==> src/rtl/multicycle_ctrl.sv <==
// rtl/multicycle_ctrl.sv - RV32I multi-cycle control FSM (FETCH/DECODE/EXEC/MEM/WB)
// Optional feature: define MULTICYCLE_MEM_WAIT_EN to make FETCH and MEM wait on mem_ready.
module multicycle_ctrl (
   input  logic        clk,
   input  logic        rst,
   input  logic [6:0]  opcode,
   input  logic        zero,
   input  logic        mem_ready,
   output logic [1:0]  ALUOp,
   output logic        ALUSrc,
   output logic        PCWrite,
   output logic        PCSrc,
   output logic        IRWrite,
   output logic        MemRead,
   output logic        MemWrite,
   output logic        RegWrite,
   output logic [1:0]  WBSel,
   output logic        illegal,
   output logic [31:0] instret
);

   typedef enum logic [2:0] {FETCH, DECODE, EXEC, MEM, WB} state_t;

   localparam logic [6:0] OP_R    = 7'b0110011;
   localparam logic [6:0] OP_I    = 7'b0010011;
   localparam logic [6:0] OP_LD   = 7'b0000011;
   localparam logic [6:0] OP_ST   = 7'b0100011;
   localparam logic [6:0] OP_BR   = 7'b1100011;
   localparam logic [6:0] OP_LUI  = 7'b0110111;
   localparam logic [6:0] OP_JAL  = 7'b1101111;

   state_t      state;
   state_t      next_state;
   logic [6:0]  op_q;
   logic [31:0] count;
   logic        retire;
   logic        accept;
   logic        op_ok;

`ifdef MULTICYCLE_MEM_WAIT_EN
   assign accept = mem_ready;
`else
   // Without the wait feature the memory is assumed single-cycle.
   logic unused_mem_ready;
   assign unused_mem_ready = mem_ready;
   assign accept = 1'b1;
`endif

   assign op_ok = (opcode == OP_R)  || (opcode == OP_I)   || (opcode == OP_LD) ||
                  (opcode == OP_ST) || (opcode == OP_BR)  || (opcode == OP_LUI) ||
                  (opcode == OP_JAL);

   // The counter register reads as zero during reset, like every other output.
   assign instret = rst ? 32'd0 : count;

   // State, latched opcode and retired-instruction counter.
   always_ff @(posedge clk) begin
      if (rst) begin
         state <= FETCH;
         op_q  <= 7'd0;
         count <= 32'd0;
      end else begin
         state <= next_state;
         if (state == DECODE) op_q <= opcode;
         if (retire) count <= count + 32'd1;
      end
   end

   // Next state and per-state control outputs; reset masks every output.
   always_comb begin
      next_state = state;
      retire     = 1'b0;
      ALUOp      = 2'b00;
      ALUSrc     = 1'b0;
      PCWrite    = 1'b0;
      PCSrc      = 1'b0;
      IRWrite    = 1'b0;
      MemRead    = 1'b0;
      MemWrite   = 1'b0;
      RegWrite   = 1'b0;
      WBSel      = 2'b00;
      illegal    = 1'b0;
      case (state)
         FETCH: begin
            MemRead = 1'b1;
            if (accept) begin
               IRWrite    = 1'b1;
               PCWrite    = 1'b1;
               next_state = DECODE;
            end
         end
         DECODE: begin
            if (op_ok) begin
               next_state = EXEC;
            end else begin
               illegal    = 1'b1;
               next_state = FETCH;
            end
         end
         EXEC: begin
            next_state = FETCH;
            case (op_q)
               OP_R: begin
                  ALUOp      = 2'b10;
                  next_state = WB;
               end
               OP_I: begin
                  ALUOp      = 2'b10;
                  ALUSrc     = 1'b1;
                  next_state = WB;
               end
               OP_LD, OP_ST: begin
                  ALUSrc     = 1'b1;
                  next_state = MEM;
               end
               OP_LUI: begin
                  ALUOp      = 2'b11;
                  ALUSrc     = 1'b1;
                  next_state = WB;
               end
               OP_BR: begin
                  ALUOp   = 2'b01;
                  PCSrc   = 1'b1;
                  PCWrite = zero;
                  retire  = 1'b1;
               end
               OP_JAL: begin
                  PCSrc    = 1'b1;
                  PCWrite  = 1'b1;
                  RegWrite = 1'b1;
                  WBSel    = 2'b10;
                  retire   = 1'b1;
               end
               default: next_state = FETCH;
            endcase
         end
         MEM: begin
            if (op_q == OP_ST) begin
               MemWrite = 1'b1;
               if (accept) begin
                  retire     = 1'b1;
                  next_state = FETCH;
               end
            end else begin
               MemRead = 1'b1;
               if (accept) next_state = WB;
            end
         end
         WB: begin
            RegWrite   = 1'b1;
            WBSel      = (op_q == OP_LD) ? 2'b01 : 2'b00;
            retire     = 1'b1;
            next_state = FETCH;
         end
         default: next_state = FETCH;
      endcase
      if (rst) begin
         ALUOp    = 2'b00;
         ALUSrc   = 1'b0;
         PCWrite  = 1'b0;
         PCSrc    = 1'b0;
         IRWrite  = 1'b0;
         MemRead  = 1'b0;
         MemWrite = 1'b0;
         RegWrite = 1'b0;
         WBSel    = 2'b00;
         illegal  = 1'b0;
      end
   end

endmodule

==> config.mk <==
export PLATFORM = sky130hd
export DESIGN_NAME = multicycle_ctrl
export DESIGN_NICKNAME = d
export VERILOG_FILES = /design/src/rtl/multicycle_ctrl.sv
export SDC_FILE = /design/constraint.sdc
export NUM_CORES = 1
export LEC_CHECK = 0
export CELL_PAD_IN_SITES_DETAIL_PLACEMENT = 2
export CELL_PAD_IN_SITES_GLOBAL_PLACEMENT = 2
export CORE_MARGIN = 4
export CORE_UTILIZATION = 26
export DETAILED_ROUTE_END_ITERATION = 10
export GPL_TIMING_DRIVEN = 1
export PLACE_DENSITY_LB_ADDON = 0.1
export RECOVER_POWER = 50
export SKIP_CTS_REPAIR_TIMING = 1
export SYNTH_ARGS = -nofsm -noshare
export SYNTH_HDL_FRONTEND = slang
export SYNTH_SLANG_ARGS = --single-unit
==> constraint.sdc <==
create_clock -name clk -period 1.9 [get_ports clk]
set_clock_uncertainty 0.05 [all_clocks]
set_input_delay 0.19 -clock clk [delete_from_list [all_inputs] [get_ports clk]]
set_output_delay 0.19 -clock clk [all_outputs]
set_load 0.05 [all_outputs]
==> results of run 1 <==
## flip-flops by register name, summed over array words and instances, names as in the netlist
name and flops:
op_q 7, count 32, state 3
## logic make-up after synthesis
family / Yosys count / synth area share
xor+xnor: 4 / 0.0144
fa+ha+maj: 1 / 0.00515
compound gates: 44 / 0.114
mux: 20 / 0.0887
simple gates: 170 / 0.402
flops: 42 / 0.346
buf+inv: 16 / 0.0294
## cell type report
type / count / area, um2 / area share
well taps: 108 / 135 / 0.0303
multi-input cells: 239 / 1990 / 0.446
clock inverters: 1 / 5.00 / 0.00112
repair buffers: 127 / 1380 / 0.308
inverters: 2 / 7.51 / 0.00168
flip-flops and latches: 42 / 862 / 0.193
clock buffers: 7 / 86.3 / 0.0193
## layer usage
| layer | track usage | part of all wire |
|---|---|---|
| met1 | 0.188 | 0.42 |
| met4 | 0.0337 | 0.020 |
| met3 | 0.0247 | 0.023 |
| met5 | 0 | 0 |
| met2 | 0.276 | 0.54 |
## critical path: cells and delay by family, from the launching register on
kind                   cells  cell delay [ns]
buffers and inverters      3             0.43
AOI/OAI and AO/OA          1             0.09
and+or+nand+nor            3             0.75
muxes                      1             0.34
DFF                        1             0.34
## how the worst min path moves through the flow
| stage | from | end | cells past startpoint |
|---|---|---|---|
| after global placement | count[18] | count[18] | 2 |
| final | rst | count[27] | 3 |
| after CTS | rst | count[27] | 3 |
| after floorplan | opcode[0] | op_q[0] | 2 |
| after global routing | rst | count[28] | 3 |
| after detailed placement | count[30] | count[30] | 2 |
## cells in the final DEF, fill, tap and decap left out, types with 8 or more instances in the layout
cell type / instances
buf_4: 63
dfxtp_1: 31
nor2b_1: 30
nor2_1: 29
buf_12: 27
nand2_1: 21
buf_6: 14
nor2_4: 9
or4_4: 8
nand4_1: 8
mux2_4: 8
mux2i_1: 8
dfxtp_2: 8
clkdlybuf4s50_1: 8
## metrics by stage
stage,setup slack (ns),hold WS [ns],instances
finish,-0.213,0.327,526
global route,-0.302,0.359,526
floorplan,-0.225,0.287,297
detailed placement,-0.285,0.452,498
global placement,-0.218,0.440,498
CTS,-0.501,0.273,506
## power breakdown
| group | switching (mW) | internal (mW) | total, mW |
|---|---|---|---|
| combinational | 0.149 | 0.115 | 0.264 |
| clock | 0.342 | 0.294 | 0.636 |
| sequential | 0.0178 | 0.891 | 0.909 |
==> results.toml, run 1 <==
[layout]
finalInstanceArea_mm2 = 0.00447
num_antenna_cells = 0
final_nets = 429
postLayoutCoreUtil = 0.502
fill_cells = 899
drive_above_1_share = 0.519
syn_to_final_growth_pct = 84.0

[worst_setup_path]
start_kind = "register"
cp-end-kind = "register"
cp_cell_sequence = "or3b_4 > nor4_4 > buf_6 > o31ai_4 > buf_6 > buf_6 > nor3b_2 > mux2_1"
path_common_cell = "buf_6"
slowest_delay_ns = 0.41
required_ns = 2.05
cpMaxStageDelayCell = "or3b_4"
r2r_cells = 8
worstPathMaxFanout = 5
startpoint = "state[2]"
r2r_slack_ns = -0.21
crit_type = "register to register"
crit_end = "count[29]"
rr_startpoint = "state[2]"
worstPathArrival_ns = 2.26
rr_endpoint = "count[29]"

[drt]
drt_iter0_drc = 63
vias = 2710
drc_errors = 0
routedWlPerCell_um = 20.7
drt.antenna.violating_nets = 0
firstDrtPassIters = 4
wl_mm = 10.9
avgViaCountPerCell = 5.15

[die]
die_w_um = 105
start_util = 0.273
die-area_mm2 = 0.0109
rows = 34
dieHeight_um = 105
io_pins = 55
core_area_mm2 = 0.00889

[power_and_ir_drop]
max-vdd-ir-drop_uv = 277
power_density_mw_per_mm2 = 405
power.total_mw = 1.81
leakagePower_nw = 1.80

[placed_design]
port_buffers = 53
placed_area_mm2 = 0.00374
routabilityCongestion = 0.769
post-dp-hpwl_mm = 6.30

[synthesis]
synth_top_cell_area_share = 0.346
synth_area_mm2 = 0.00243
synthArstFlopShare = 0
yosysMostFrequentCell = "dfxtp_1"
ys.flop_type = "dfxtp_1"
syn_area_per_cell_um2 = 8.17
yosysSeqAreaShare = 0.346
yosysTopAreaCell = "dfxtp_1"
syn-num-nets = 309
yosys-top-cells-count = "42 x dfxtp_1, 39 x nor2_1, 31 x nor2b_1, 26 x nand2_1, 13 x a21oi_1"
synth_edf_count = 0
yosys_register_bits = 42
synthTopCellsByArea = "dfxtp_1 35%, nor2b_1 8.0%, nor2_1 6.0%, nand2_1 4.0%, or4_1 3.4%"
synth_cell_types = 47
netlist_instances = 297
ys.warnings.count = 0

[clocking]
clk_path_buf_depth = 2
clock-root-buffer = "clkbuf_8"
numClockSinks = 42
clkTransAtPathRegs_ns = 0.10
cts_tree = "built"
h-tree-depth = 2
cts_inserted_buffers = 5
insertion_delay_ns = 0.30

[sta]
max-slew-margin-rel = 0.575
setup_ws_ns = -0.213
setup_tns_ns = -4.11
rsz0062_at_grt = "yes"
worst_pin_slew_ns = 0.637
fin_crit_sh = 1.11
max_freq_ghz = 0.473
hold_violations = 0
final_max_slew_viol_count = 0
finalCriticalPeriod_ns = 2.11
setup_viol = 35

[status]
violations = "setup timing"
status = "complete, but fails checks"

[grt]
grt_max_degree = 41
grt_first_pass_wirelength_mm = 13.8
grt_pass1_vias = 2779
grt.total_usage = 0.152
overflow = 0
antenna_found_initial = 0

[worst_hold_path]
min_path_type = "primary input to register"

[job]
maxCapViolations = 0
No activity file was read; power rests on OpenSTA's default activity.
==> inputs of run 2 (changes only) <==
--- a/config.mk
+++ b/config.mk
@@ -7,12 +7,14 @@
 export LEC_CHECK = 0
 export CELL_PAD_IN_SITES_DETAIL_PLACEMENT = 2
 export CELL_PAD_IN_SITES_GLOBAL_PLACEMENT = 2
+export CORE_ASPECT_RATIO = 0.6
 export CORE_MARGIN = 4
 export CORE_UTILIZATION = 26
 export DETAILED_ROUTE_END_ITERATION = 10
 export GPL_TIMING_DRIVEN = 1
 export PLACE_DENSITY_LB_ADDON = 0.1
 export RECOVER_POWER = 50
+export SETUP_SLACK_MARGIN = 0.2
 export SKIP_CTS_REPAIR_TIMING = 1
 export SYNTH_ARGS = -nofsm -noshare
 export SYNTH_HDL_FRONTEND = slang
==> run 2 against run 1 <==
  * The flow still finishes with violations (setup timing)
  * Total power increased by 16%
  * Die area grew 0.47%
  * Wire length up 24%
  * Clock power rose by 40%
  * Final area is 0.56% higher
  * Sequential share of layout area shrank 0.36 points
  * Sequential cell count unchanged
  * Global-route usage increased by 1.4 points
  * Count of clock-buffer cells in the layout stayed put
  * Worst setup slack got worse by 0.28 ns
  * Critical endpoint is now count[19]
  * Highest routed layer unchanged
==> results.toml, run 2 (same netlist as run 1, synthesis figures left out) <==
[status]
status = "complete, but fails checks"
violations = "setup timing"

[layout]
max_flop_register = "count"
top_regs = "count x32, op_q x7, state x3"
largest_register_ffs = 32
syn_to_final_growth_pct = 85.0
multiInputGateArea_mm2 = 0.00197
final_nets = 440
mostFrequentLayoutCells = "63 x buf_4, 34 x dfxtp_1, 30 x nor2b_1"
final_common_cell = "buf_4"
fill_cells = 877
num_antenna_cells = 0
register_area_um2 = 851
postLayoutCoreUtil = 0.511
drive_above_1_share = 0.473
final_cell_count_no_fill = 541

[sta]
finalCriticalPeriod_ns = 2.39
rsz0062_at_grt = "yes"
setup_viol = 40
max_freq_ghz = 0.419
final_max_slew_viol_count = 0
worst_pin_slew_ns = 0.655
holdWs_ns = 0.242
setup_ws_ns = -0.489
max-slew-margin-rel = 0.565
setup_tns_ns = -11.35
fin_crit_sh = 1.26
hold_violations = 0

[drt]
wl_mm = 13.5
firstDrtPassIters = 4
drt.antenna.violating_nets = 0
vias = 2918
avgViaCountPerCell = 5.39
routedWlPerCell_um = 25.0
drt_iter0_drc = 147
drc_errors = 0

[worst_hold_path]
min_path_type = "primary input to register"

[clocking]
insertion_delay_ns = 0.29
cts_inserted_buffers = 5
clk_path_buf_depth = 2
clock-root-buffer = "clkbuf_16"
clkTransAtPathRegs_ns = 0.07
numClockSinks = 42
cts_tree = "built"
h-tree-depth = 2

[die]
io_pins = 55
die-area_mm2 = 0.0110
core_area_mm2 = 0.00878
die_w_um = 133
start_util = 0.276
rows = 26
dieHeight_um = 82.8

[grt]
overflow = 0
busiest_layer = "met2"
grt_pass1_vias = 2743
grt_first_pass_wirelength_mm = 15.0
grt_use_met2 = 0.262
met1_usage = 0.232
grt.total_usage = 0.166
grt_max_degree = 47
antenna_found_initial = 0
use_met3 = 0.0368

[worst_setup_path]
cp_cell_sequence = "or3b_4 > nor4_4 > buf_4 > buf_6 > o31ai_4 > buf_4 > or4_4 > a21oi_2"
worstPathArrival_ns = 2.56
slowest_delay_ns = 0.48
required_ns = 2.07
worstPathMaxFanout = 6
start_kind = "register"
cpMaxStageDelayCell = "or4_4"
crit_type = "register to register"
cp-end-kind = "register"
path_common_cell = "buf_4"

[power_and_ir_drop]
max-vdd-ir-drop_uv = 280
power.total_mw = 2.11
power_density_mw_per_mm2 = 469
leakagePower_nw = 1.82

[placed_design]
port_buffers = 53
post-dp-hpwl_mm = 6.76
routabilityCongestion = 0.792
numPlacedInstances = 502

[job]
maxCapViolations = 0
==> run 2: changes by cell type in the layout (fill, tap and decap cells not counted), sizes merged <==
cell	previous run	this run
clkbuf	16	30
dlymetal6s2s	0	4
clkdlybuf4s50	8	4
buf	110	107
==> run 2: per-stage QoR <==
step           worst slack (ns)  area [um2]
6_report                 -0.489        4490
5_1_grt                  -0.522        4490
4_1_cts                  -0.400        4040
3_5_place_dp             -0.295        3890
3_3_place_gp             -0.208        3890
2_1_floorplan            -0.105        2510
==> run 2: layout make-up <==
type / instances / share of cell area
inverter: 2 / 0.00167
multi-input combinational: 239 / 0.439
clock inverter: 1 / 0.00111
sequential: 42 / 0.189
clock buffer: 7 / 0.0318
timing repair buffer: 138 / 0.306
tap: 112 / 0.0312
==> run 2: power breakdown <==
group          internal, mW  switching, mW
logic                 0.133          0.172
registers             0.893         0.0145
clock network         0.522          0.371
total                  1.55          0.557
==> run 2: worst paths after layout <==
path / startpoint / end / slack [ns] / cells past startpoint
hold reg to reg: count[31] / count[31] / 0.52 / 2
setup reg to reg: state[0] / count[19] / -0.49 / 8
hold / removal: opcode[6] / op_q[6] / 0.24 / 3
setup / recovery: state[0] / count[19] / -0.49 / 8
==> run 2: routing by layer <==
metal	vias to the layer above	wire length, um
met2	88	6530
met5	-	0
met4	0	376
met3	29	527
met1	1485	6110
li1	1316	-
==> run 2: critical path: cells and delay by family (launching register included) <==
| kind | cells | cell delay [ns] |
|---|---|---|
| buffers and inverters | 3 | 0.46 |
| flip-flops | 1 | 0.34 |
| AND/OR/NAND/NOR | 3 | 1.19 |
| AO/OA/AOI/OAI | 2 | 0.26 |
==> inputs of run 3 (changes only) <==
--- a/config.mk
+++ b/config.mk
@@ -8,7 +8,7 @@
 export CELL_PAD_IN_SITES_DETAIL_PLACEMENT = 2
 export CELL_PAD_IN_SITES_GLOBAL_PLACEMENT = 2
 export CORE_ASPECT_RATIO = 0.6
-export CORE_MARGIN = 4
+export CORE_MARGIN = 2
 export CORE_UTILIZATION = 26
 export DETAILED_ROUTE_END_ITERATION = 10
 export GPL_TIMING_DRIVEN = 1
==> run 3 against run 2 <==
  * The flow still finishes with violations (setup timing)
  * Count of clock-buffer cells in the layout fell by 1
  * Largest cell class unchanged
  * Largest power group is now the clock network
  * Final cell count fell by 0.18%
  * Critical path depth fell by 1
  * Register-to-register slack barely moved
  * Sequential share of layout area fell by 0.43 points
  * Via count fell by 3.3%
==> results.toml, run 3 (same netlist as run 1, synthesis figures left out) <==
[layout]
finalInstanceArea_mm2 = 0.00463
max_flop_register = "count"
final_common_cell = "buf_4"
top_regs = "count x32, op_q x7, state x3"
num_antenna_cells = 0
multiInputGateArea_mm2 = 0.00202
register_area_um2 = 858
final_cell_count_no_fill = 540
largest_register_ffs = 32
final_nets = 436
mostFrequentLayoutCells = "53 x buf_4, 32 x dfxtp_1, 30 x nor2b_1, 30 x nor2_1, 30 x buf_12"
fill_cells = 957
drive_above_1_share = 0.512
syn_to_final_growth_pct = 90.9

[power_and_ir_drop]
power_density_mw_per_mm2 = 485
leakagePower_nw = 1.82
power_switching_share = 0.253
clockPowerShare = 0.461
internal_power_mw = 1.68
power.total_mw = 2.25
combinationalPowerShare = 0.136
p_seq_frac = 0.403
p_switching_uw = 568
max-vdd-ir-drop_uv = 366

[worst_setup_path]
cpMaxStageDelayCell = "or4_1"
crit_type = "register to register"
worstPathMaxFanout = 6
r2r_cells = 7
start_kind = "register"
required_ns = 2.08
worstPathArrival_ns = 2.58
r2r_slack_ns = -0.50
cp_cell_sequence = "or3b_4 > nor4_4 > buf_4 > o31ai_4 > buf_2 > or4_1 > nand2_1"
rr_endpoint = "count[22]"
cp-end-kind = "register"
rr_startpoint = "state[1]"
slowest_delay_ns = 0.50

[grt]
antenna_found_initial = 0
grt_pass1_vias = 2834
grt_max_degree = 53
grt_first_pass_wirelength_mm = 14.7
grt.total_usage = 0.185
overflow = 0

[placed_design]
routabilityCongestion = 0.757
numPlacedInstances = 509
post-dp-hpwl_mm = 6.92
port_buffers = 53
placed_area_mm2 = 0.00400

[job]
maxCapViolations = 0

[worst_hold_path]
min_path_type = "primary input to register"
worstHoldEndpoint = "op_q[2]"
hold_start = "opcode[2]"
holdPathStages = 3

[drt]
wl_mm = 12.2
routedWlPerCell_um = 22.5
avgViaCountPerCell = 5.22
drt_iter0_drc = 117
vias = 2821
firstDrtPassIters = 4
drc_errors = 0
drt.antenna.violating_nets = 0

[sta]
hold_violations = 0
finalCriticalPeriod_ns = 2.40
holdWs_ns = 0.274
setup_ws_ns = -0.502
final_max_slew_viol_count = 0
worst_pin_slew_ns = 0.645
max-slew-margin-rel = 0.572
setup_viol = 43
max_freq_ghz = 0.416
rsz0062_at_grt = "yes"
fin_crit_sh = 1.26

[clocking]
numClockSinks = 42
h-tree-depth = 2
clk_path_buf_depth = 2
clock-root-buffer = "clkbuf_16"
cts_inserted_buffers = 5
cts_tree = "built"
insertion_delay_ns = 0.30
clkTransAtPathRegs_ns = 0.07

[die]
die-area_mm2 = 0.0102
start_util = 0.266
core_area_mm2 = 0.00912
io_pins = 55
rows = 27
die_w_um = 129
dieHeight_um = 78.8

[status]
status = "complete, but fails checks"
violations = "setup timing"
-- run 3: worst max path at each step --
stage | start | to | slack (ns) | depth (start not counted)
2_1_floorplan | op_q[5] | PCWrite | -0.11 | 4
3_3_place_gp | state[2] | count[26] | -0.26 | 7
3_5_place_dp | op_q[6] | count[26] | -0.36 | 7
4_1_cts | op_q[6] | RegWrite | -0.46 | 7
5_1_grt | state[1] | count[22] | -0.54 | 7
6_report | state[1] | count[22] | -0.50 | 7
-- run 3: worst max-delay path: cells and delay by family, from the launching register on --
| kind | cells | cell delay, ns |
|---|---|---|
| buf+inv | 2 | 0.39 |
| simple gates | 4 | 1.46 |
| compound gates | 1 | 0.08 |
| flops | 1 | 0.35 |
-- run 3: power groups by stage --
| stage | Clock, mW | Combinational (mW) | Sequential (mW) |
|---|---|---|---|
| after floorplan | 0 | 0.117 | 0.920 |
| after global placement | 0 | 0.217 | 0.922 |
| after detailed placement | 0 | 0.224 | 0.922 |
| after CTS | 1.03 | 0.224 | 0.902 |
| after global routing | 1.10 | 0.324 | 0.908 |
| final | 1.04 | 0.306 | 0.907 |
-- run 3: layer usage --
layer / track usage / vias up / routed length [um]
met5: 0 / - / 0
met2: 0.289 / 61 / 5850
met4: 0.0370 / 0 / 237
li1: - / 1317 / -
met3: 0.0357 / 17 / 330
met1: 0.266 / 1426 / 5750
-- run 3: layout make-up --
cell class              instances  area share
flip-flops and latches         42       0.185
multi-input cells             239       0.437
clock buffers                   6      0.0300
clock inverters                 1     0.00648
inverters                       2     0.00162
well taps                     116      0.0313
repair buffers                134       0.309
-- run 3: stage by stage --
stage | TNS [ns] | utilization | worst slack, ns
3_3_place_gp | -3.10 | 0.439 | -0.263
3_5_place_dp | -5.48 | 0.439 | -0.355
4_1_cts | -7.67 | 0.457 | -0.463
5_1_grt | -15.66 | 0.508 | -0.540
6_report | -13.19 | 0.508 | -0.502
2_1_floorplan | -0.922 | - | -0.105
